==> config.mk <==
export PLATFORM = sky130hd
export DESIGN_NAME = sysbus_mem_responder
export DESIGN_NICKNAME = d
export VERILOG_FILES = /design/src/rtl/sysbus_mem_responder.sv
export SDC_FILE = /design/constraint.sdc
export NUM_CORES = 1
export LEC_CHECK = 0
export ABC_AREA = 1
export CAP_MARGIN = 20
export CORE_AREA = 4 4 151 211
export CTS_CLUSTER_SIZE = 8
export DETAILED_ROUTE_END_ITERATION = 10
export DIE_AREA = 0 0 155 215
export GPL_ROUTABILITY_DRIVEN = 0
export PLACE_DENSITY = 0.82
export REMOVE_ABC_BUFFERS = 1
export SLEW_MARGIN = 5
export SYNTH_ARGS = -nofsm -noshare
export SYNTH_HDL_FRONTEND = slang
export SYNTH_SLANG_ARGS = --single-unit
==> constraint.sdc <==
create_clock -name clk -period 4.83 [get_ports clk]
set_input_delay 0.7245 -clock clk [delete_from_list [all_inputs] [get_ports clk]]
set_output_delay 0.7245 -clock clk [all_outputs]
set_load 0.02 [all_outputs]
==> src/rtl/sysbus_mem_responder.sv <==
// Sysbus line responder: 8-beat line reads and writes
// against a 64-bit word memory with one-cycle read latency.
module sysbus_mem_responder #(
  parameter int LATENCY = 4,
  parameter int BEATS   = 8,
  parameter int TAG_W   = 13
) (
  input  logic             clk,
  input  logic             reset,
  input  logic             reqcyc,
  input  logic [63:0]      req,
  input  logic [TAG_W-1:0] reqtag,
  output logic             reqack,
  output logic             respcyc,
  output logic [63:0]      resp,
  output logic [TAG_W-1:0] resptag,
  input  logic             respack,
  output logic             mem_rd,
  output logic             mem_wr,
  output logic [63:0]      mem_addr,
  output logic [63:0]      mem_wdata,
  input  logic [63:0]      mem_rdata
);
  localparam logic [3:0] DEV_MEM = 4'b0001;

  typedef enum logic [2:0] {
    IDLE,
    ACK,
    RD_WAIT,
    RD_BURST,
    WR_DATA,
    WR_RESP
  } state_t;

  state_t           state;
  logic [63:6]      base;
  logic [TAG_W-1:0] tag;
  logic [2:0]       cnt;
  logic [3:0]       rd_cnt;
  logic             inflight;
  logic [1:0]       fcount;
  logic [63:0]      buf0;
  logic [63:0]      buf1;
  logic [7:0]       wcnt;
  logic             wr_q;
  logic [63:0]      wr_addr;
  logic [63:0]      wdata_q;

  logic        dev_mem;
  logic        tag_mem;
  logic        new_rd;
  logic        burst_rd;
  logic        issue;
  logic        pop;
  logic        pop_buf;
  logic        last;
  logic [2:0]  occ;
  logic [63:0] rd_addr;

  assign dev_mem = tag[TAG_W-2 -: 4] == DEV_MEM;
  assign tag_mem = tag[TAG_W-1] && dev_mem;
  assign last    = cnt == 3'(BEATS - 1);

  // Beat 0 is fetched straight off the request bus so that
  // even a zero-latency read has its data in time.
  assign new_rd = state == IDLE && reqcyc
               && reqtag[TAG_W-1]
               && reqtag[TAG_W-2 -: 4] == DEV_MEM;

  assign occ = {1'b0, fcount} + {2'b0, inflight};

  assign burst_rd = (state == ACK || state == RD_WAIT
                  || state == RD_BURST)
                 && tag_mem
                 && rd_cnt < 4'(BEATS)
                 && occ < 3'd2 + {2'b0, pop_buf};

  assign issue = !reset && (new_rd || burst_rd);

  assign rd_addr = state == IDLE
                 ? {req[63:6], 6'b0}
                 : {base, rd_cnt[2:0], 3'b0};

  assign respcyc = (state == RD_BURST
                    && (!tag_mem || fcount != 2'd0))
                || state == WR_RESP;

  assign pop     = state == RD_BURST && respcyc && respack;
  assign pop_buf = pop && tag_mem;

  assign resp = (state == RD_BURST && respcyc)
              ? (tag_mem ? buf0 : '1)
              : '0;

  assign resptag   = tag;
  assign reqack    = state == ACK;
  assign mem_rd    = issue;
  assign mem_wr    = wr_q;
  assign mem_wdata = wdata_q;
  assign mem_addr  = issue ? rd_addr
                   : (wr_q ? wr_addr : '0);

  always_ff @(posedge clk) begin
    if (reset) begin
      state    <= IDLE;
      base     <= '0;
      tag      <= '0;
      cnt      <= '0;
      rd_cnt   <= '0;
      inflight <= 1'b0;
      fcount   <= '0;
      buf0     <= '0;
      buf1     <= '0;
      wcnt     <= '0;
      wr_q     <= 1'b0;
      wr_addr  <= '0;
      wdata_q  <= '0;
    end else begin
      inflight <= issue;
      if (issue) rd_cnt <= rd_cnt + 4'd1;

      if (inflight && pop_buf) begin
        if (fcount == 2'd2) begin
          buf0 <= buf1;
          buf1 <= mem_rdata;
        end else begin
          buf0 <= mem_rdata;
        end
      end else if (inflight) begin
        if (fcount == 2'd0) buf0 <= mem_rdata;
        else buf1 <= mem_rdata;
        fcount <= fcount + 2'd1;
      end else if (pop_buf) begin
        buf0   <= buf1;
        fcount <= fcount - 2'd1;
      end

      wr_q <= 1'b0;

      unique case (state)
        IDLE: begin
          if (reqcyc) begin
            base  <= req[63:6];
            tag   <= reqtag;
            cnt   <= '0;
            state <= ACK;
          end
        end
        ACK: begin
          if (tag[TAG_W-1]) begin
            if (LATENCY == 0) begin
              state <= RD_BURST;
            end else begin
              state <= RD_WAIT;
              wcnt  <= 8'(LATENCY - 1);
            end
          end else begin
            state <= WR_DATA;
          end
        end
        RD_WAIT: begin
          if (wcnt == 8'd0) state <= RD_BURST;
          else wcnt <= wcnt - 8'd1;
        end
        RD_BURST: begin
          if (pop) begin
            cnt <= cnt + 3'd1;
            if (last) begin
              state  <= IDLE;
              rd_cnt <= '0;
            end
          end
        end
        WR_DATA: begin
          if (reqcyc) begin
            wr_q    <= dev_mem;
            wr_addr <= {base, cnt, 3'b0};
            wdata_q <= req;
            cnt     <= cnt + 3'd1;
            if (last) state <= WR_RESP;
          end
        end
        WR_RESP: begin
          if (respack) state <= IDLE;
        end
        default: state <= IDLE;
      endcase
    end
  end
endmodule
## After elaboration in Yosys (flattened, before gate mapping)

Index checks and enable logic that the tools add are counted.

- Register bits: 346
- Bits of input ports: 145

- Magnitude comparators: 2
- Mux-type cells: 36
- Reduce and logical (&&, ||, !) cells: 38
- Add/sub/neg operators: 7
- Bitwise gates (word level): 3
- Equality and inequality tests: 21

Operators by type and width:

| operator | number |
|---|---|
| 2-to-1 mux 64 bit | 14 |
| 2-to-1 mux 3 bit | 11 |
| case mux 3 bit (6 select lines) | 1 |
| 2-to-1 mux 4 bit | 4 |
| 2-to-1 mux 8 bit | 2 |
| != test 2 bit, second input constant | 8 |
| case mux 8 bit (2 select lines) | 1 |
| logical AND 1 bit | 13 |
| equality test 3 bit, second input constant | 3 |
| case mux 3 bit (3 select lines) | 1 |
| equality test 4 x 1 -> 1 bit, second input constant | 2 |
| zero test 8 bit | 1 |
| AND reduction 2 bit | 4 |
| nonzero test 2 bit | 4 |
| subtractor 8 x 1 -> 8 bit, second input constant | 1 |
| AND reduction 7 bit | 1 |
| equality test 3 x 2 -> 1 bit, second input constant | 2 |
| != test 2 x 1 -> 1 bit, second input constant | 3 |
| AND reduction 3 bit | 2 |
| nonzero test 3 bit | 2 |
| logical OR 1 bit | 5 |
| adder 4 x 1 -> 4 bit, second input constant | 1 |
| < comparator 4 bit, second input constant | 1 |
| 2-to-1 mux 2 bit | 2 |
| other kinds (15) | 18 |

## Logic depth before layout (Yosys ltp)

- Depth after elaboration: 18
- Mapped depth: 14
- Mapped depth without buffers: 12

## Worst setup path before layout

No wires, ideal clock.

- Kind: register to output
- Start point: register tag[8] (netlist: resptag[8])
- End point: output mem_addr[4]
- Buffers on the path: 1
- Arrival: 1992 ps
- Setup slack: 2113 ps
- Cell stages (with the launch flop): 12
- Cell sequence: dfxtp_1 -> inv_1 -> nor2_1 -> nand2_1 -> nor2_1 -> nand4_2 -> o21bai_1 -> nand2_1 -> nand2_2 -> nand2_4 -> buf_4 -> o21ai_0

- Longest elaborated chain between the ends: 15
- Elaborated cells on any way between the ends: 17

Ends and longest elaborated chain:

| item | line | source |
|---|---|---|
| from (decl) | 37 | `logic [TAG_W-1:0] tag;` |
| from (signal assigned) | 144 | `tag <= reqtag;` |
| equality test 4 x 1 -> 1 bit * | 60 | `assign dev_mem = tag[TAG_W-2 -: 4] == DEV_MEM;` |
| logical AND 1 bit * | 61 | `assign tag_mem = tag[TAG_W-1] && dev_mem;` |
| zero test 1 bit | 85 | `&& (!tag_mem \|\| fcount != 2'd0))` |
| logical OR 1 bit | 85 |  |
| logical AND 1 bit | 85 |  |
| logical OR 1 bit | 86 | `\|\| state == WR_RESP;` |
| logical AND 1 bit (2 in series) | 88 | `assign pop = state == RD_BURST && respcyc && respack;` |
| logical AND 1 bit | 89 | `assign pop_buf = pop && tag_mem;` |
| adder 2 x 1 -> 3 bit | 76 | `&& occ < 3'd2 + {2'b0, pop_buf};` |
| < comparator 3 bit | 76 |  |
| logical AND 1 bit * | 76 |  |
| logical OR 1 bit * | 78 | `assign issue = !reset && (new_rd \|\| burst_rd);` |
| logical AND 1 bit * | 78 |  |
| 2-to-1 mux 64 bit * | 100 | `assign mem_addr = issue ? rd_addr` |
| to (decl) | 20 | `output logic [63:0] mem_addr,` |

Every way passes the cells marked *; elsewhere a longest branch is shown, timed or not.

## Worst setup path after layout

- Start point: register inflight
- End point: output mem_addr[63]

- Longest elaborated chain between the ends: 6

Ends and longest elaborated chain:

| item | line | source |
|---|---|---|
| from (decl) | 40 | `logic inflight;` |
| from (signal assigned) | 119 | `inflight <= issue;` |
| adder 2 x 1 -> 3 bit | 70 | `assign occ = {1'b0, fcount} + {2'b0, inflight};` |
| < comparator 3 bit | 76 |  |
| logical AND 1 bit | 76 |  |
| logical OR 1 bit | 78 |  |
| logical AND 1 bit | 78 |  |
| 2-to-1 mux 64 bit | 100 |  |

No other way between the ends.

==> results.py <==
metrics = {
    "status": {
        "status": "finished clean",
    },
    "worst_hold_path": {
        "hold_depth": 2,
        "min_to": "mem_wdata[11]",
        "hp-start": "mem_wdata[11]",
        "hp-class": "flip-flop to flip-flop",
    },
    "power": {
        "seqPwrFrac": 0.371,
        "intPower_mw": 5.94,
        "power_switching_share": 0.349,
        "p_clk_frac": 0.332,
        "comb_power_share": 0.297,
        "totalPowerFinal_mw": 9.12,
        "ir_drop_v": 0.000343,
        "pwr_density_cell_nw_per_um2": 437,
        "p_sw_mw": 3.18,
        "power.leakage_nw": 7.89,
    },
    "critical_path": {
        "reg2reg_from": "state[2]",
        "crit_top_cell": "nand2_1",
        "crit_slowest_cell": "clkinv_2",
        "cp-end-kind": "output pin",
        "r2r_slack_ps": 1630,
        "reg2reg_to": "wr_addr[17]",
        "worstPathCellList": "ha_1 -> ha_1 -> inv_1 -> o21bai_1 -> nand2_1 -> nand2_2 -> nand2_4 -> clkinv_2 -> nand2_1 -> nand2_1 -> clkdlybuf4s50_1",
        "cp.required_ps": 4110,
        "cp-start-kind": "flip-flop",
        "crit_type": "flip-flop to output pin",
        "cpPeakStageDelay_ps": 720,
        "r2r_cells": 6,
        "crit_fanout": 59,
        "crit_arrival_ps": 3810,
    },
    "sta": {
        "relSlewSlack": 0.249,
        "finalClockSkew_ps": 16.7,
        "fin_crit_sh": 0.939,
        "period_minus_slack_ps": 4530,
        "maxSlewViolCount": 0,
        "rsz0062_at_grt": "false",
        "final_hold_viol_count": 0,
        "worstMarginPinSlew_ps": 1130,
        "setup_viol": 0,
        "max_freq_mhz": 221,
    },
    "clock_network": {
        "cts_root_buf": "clkbuf_16",
        "cts.repair.resized": 0,
        "ctsHoldBuffers": 0,
        "cts_max_level": 2,
        "cts_setup_buffers": 0,
        "clk_pin_slew_ps": 50,
        "cts_buffer_depth": 3,
        "clock_latency_ps": 550,
        "cts_tree": "done",
        "cts_sinks": 346,
        "numCtsBuffers": 49,
    },
    "routing": {
        "wirelength_um": 51400,
        "drt.antenna.violating_nets": 0,
        "first_iter_violations": 1539,
        "route.detailed.drc": 0,
        "wl_per_cell_um": 17.6,
        "vias": 17400,
        "viasPerCell": 5.94,
        "first_pass_iters": 6,
    },
    "layout": {
        "area_delta_synth_final_pct": 28.7,
        "final_nets": 2689,
        "stdcell_area_um2": 20900,
        "drive_gt1_frac": 0.0422,
    },
    "floorplanning": {
        "dieArea_um2": 33300,
        "start_util": 0.541,
        "die_h_um": 215,
        "die_width_um": 155,
        "rows": 75,
        "core_area_um2": 29900,
        "io_pins": 354,
    },
    "grt": {
        "grt_start_max_net_pins": 117,
        "antenna_found_initial": 1,
        "grt.overflow.total": 0,
        "grt_pass1_wl_um": 82900,
        "grt_pass1_vias": 16500,
        "gr-usage-all-layers": 0.291,
    },
    "job": {
        "maxCapViolCount": 0,
    },
    "synthesis": {
        "ys_seq_area_frac": 0.427,
        "ys_types": 33,
        "yosys_warnings": 0,
        "syn_inst": 2326,
        "synth.cell_area_um2": 16200,
        "syn_area_per_cell_um2": 6.97,
        "ys_async_sr_fraction": 0,
        "yosys_register_bits": 346,
        "ys.flop_type": "dfxtp_1",
        "synth_edf_count": 0,
    },
    "place": {
        "portBuffers": 350,
        "dp_hpwl_um": 31600,
        "postPlaceCellArea_um2": 19500,
    },
}
[placed cells by master (no fill, tap or decap), types with 2 or more instances in the layout]
cell type / instances
o21a_1: 2
xor2_1: 3
clkinv_2: 3
nand2_4: 3
conb_1: 3
a31oi_1: 65
nor2_4: 2
o21ai_0: 344
nor3_2: 2
a21oi_1: 332
nor3_1: 68
buf_4: 21
nor2_1: 171
clkbuf_16: 51
clkdlybuf4s50_1: 348
dfxtp_1: 344
ha_1: 9
buf_12: 4
nand2_1: 330
inv_2: 8
inv_1: 148
nand3_1: 199
a211oi_1: 59
nand2_2: 2
[cell type report]
class / count / area, um^2
fillers: 2417 / 9080
multi-input cells: 1604 / 7810
flip-flops and latches: 346 / 6930
repair buffers: 374 / 3730
clock buffers: 52 / 1280
inverters: 159 / 601
well taps: 385 / 482
clock inverters: 2 / 17.5
diodes: 1 / 2.50
[layer usage]
metal | wire (um) | up-vias | global-route usage
li1 | - | 8296 | -
met1 | 20300 | 8008 | 0.377
met2 | 24300 | 925 | 0.477
met3 | 4940 | 133 | 0.0586
met4 | 1870 | 0 | 0.113
met5 | 0 | - | 0
[worst max-delay path, delay by kind of cell, from the launching register on]
| family | cells | cell delay (ps) |
|---|---|---|
| AO/OA/AOI/OAI | 1 | 150 |
| adder cells (fa/ha/maj) | 2 | 530 |
| buffers and inverters | 3 | 1280 |
| flip-flops | 1 | 450 |
| AND/OR/NAND/NOR | 5 | 780 |
[sequential cells by signal, indices dropped and copies added, names as in the netlist, 4 cells and up]
name	flops
base	58
wr_addr	61
resptag	13
wcnt	8
buf0	64
rd_cnt	4
mem_wdata	64
buf1	64
[how the worst max path moves through the flow]
stage | cells past startpoint | to | from | slack (ps)
final | 11 | mem_addr[63] | inflight | 300
after global routing | 11 | mem_addr[50] | inflight | 40
after CTS | 11 | mem_addr[63] | inflight | 280
after detailed placement | 10 | mem_addr[63] | reqtag[12] | 540
after global placement | 10 | mem_addr[9] | reqtag[12] | 760
after floorplan | 4 | mem_wr | state[2] | -3820
[cell families (layout without fill, tap and decap cells)]
kind of cell | count (synthesis) | in the layout | synth area share
adders and majority gates | 10 | 10 | 0.00772
other | 1 | 4 | 0.000231
buffers and inverters | 378 | 587 | 0.0935
AOI/OAI and AO/OA | 804 | 804 | 0.263
xor gates and xnor gates | 4 | 4 | 0.00216
DFF | 346 | 346 | 0.427
and+or+nand+nor | 783 | 783 | 0.206
[Yosys cell counts, types with 4 or more instances]
master,n,share of area
nand2_1,333,0.077
ha_1,10,0.0077
a21oi_1,333,0.10
buf_4,4,0.0019
o21ai_0,344,0.11
a31oi_1,65,0.025
buf_6,5,0.0035
buf_2,34,0.011
clkbuf_1,156,0.036
nor2_1,172,0.040
nor3_1,68,0.021
dfxtp_1,346,0.43
buf_1,20,0.0046
a211oi_1,59,0.027
inv_1,153,0.035
nand3_1,199,0.061
inv_2,5,0.0012
[metrics by stage]
stage          setup slack, ps  std cells  hold WS, ps  setup TNS [ps]  utilization
4_1_cts                    277       2920          459               0        0.695
5_1_grt                   36.4       2922          470               0        0.697
3_3_place_gp               763       2866          443               0        0.652
2_1_floorplan            -3820       2109          424         -712000            -
6_report                   296       2923          458               0        0.697
3_5_place_dp               541       2866          449               0        0.652
[power groups by stage]
stage,Sequential [mW],Clock [mW],Combinational (mW)
floorplan,3.50,0,1.47
global placement,3.42,0,2.62
detailed placement,3.43,0,2.64
CTS,3.38,3.05,2.67
global route,3.42,3.17,2.97
finish,3.39,3.02,2.71
Power figures use the tool's default switching activity.
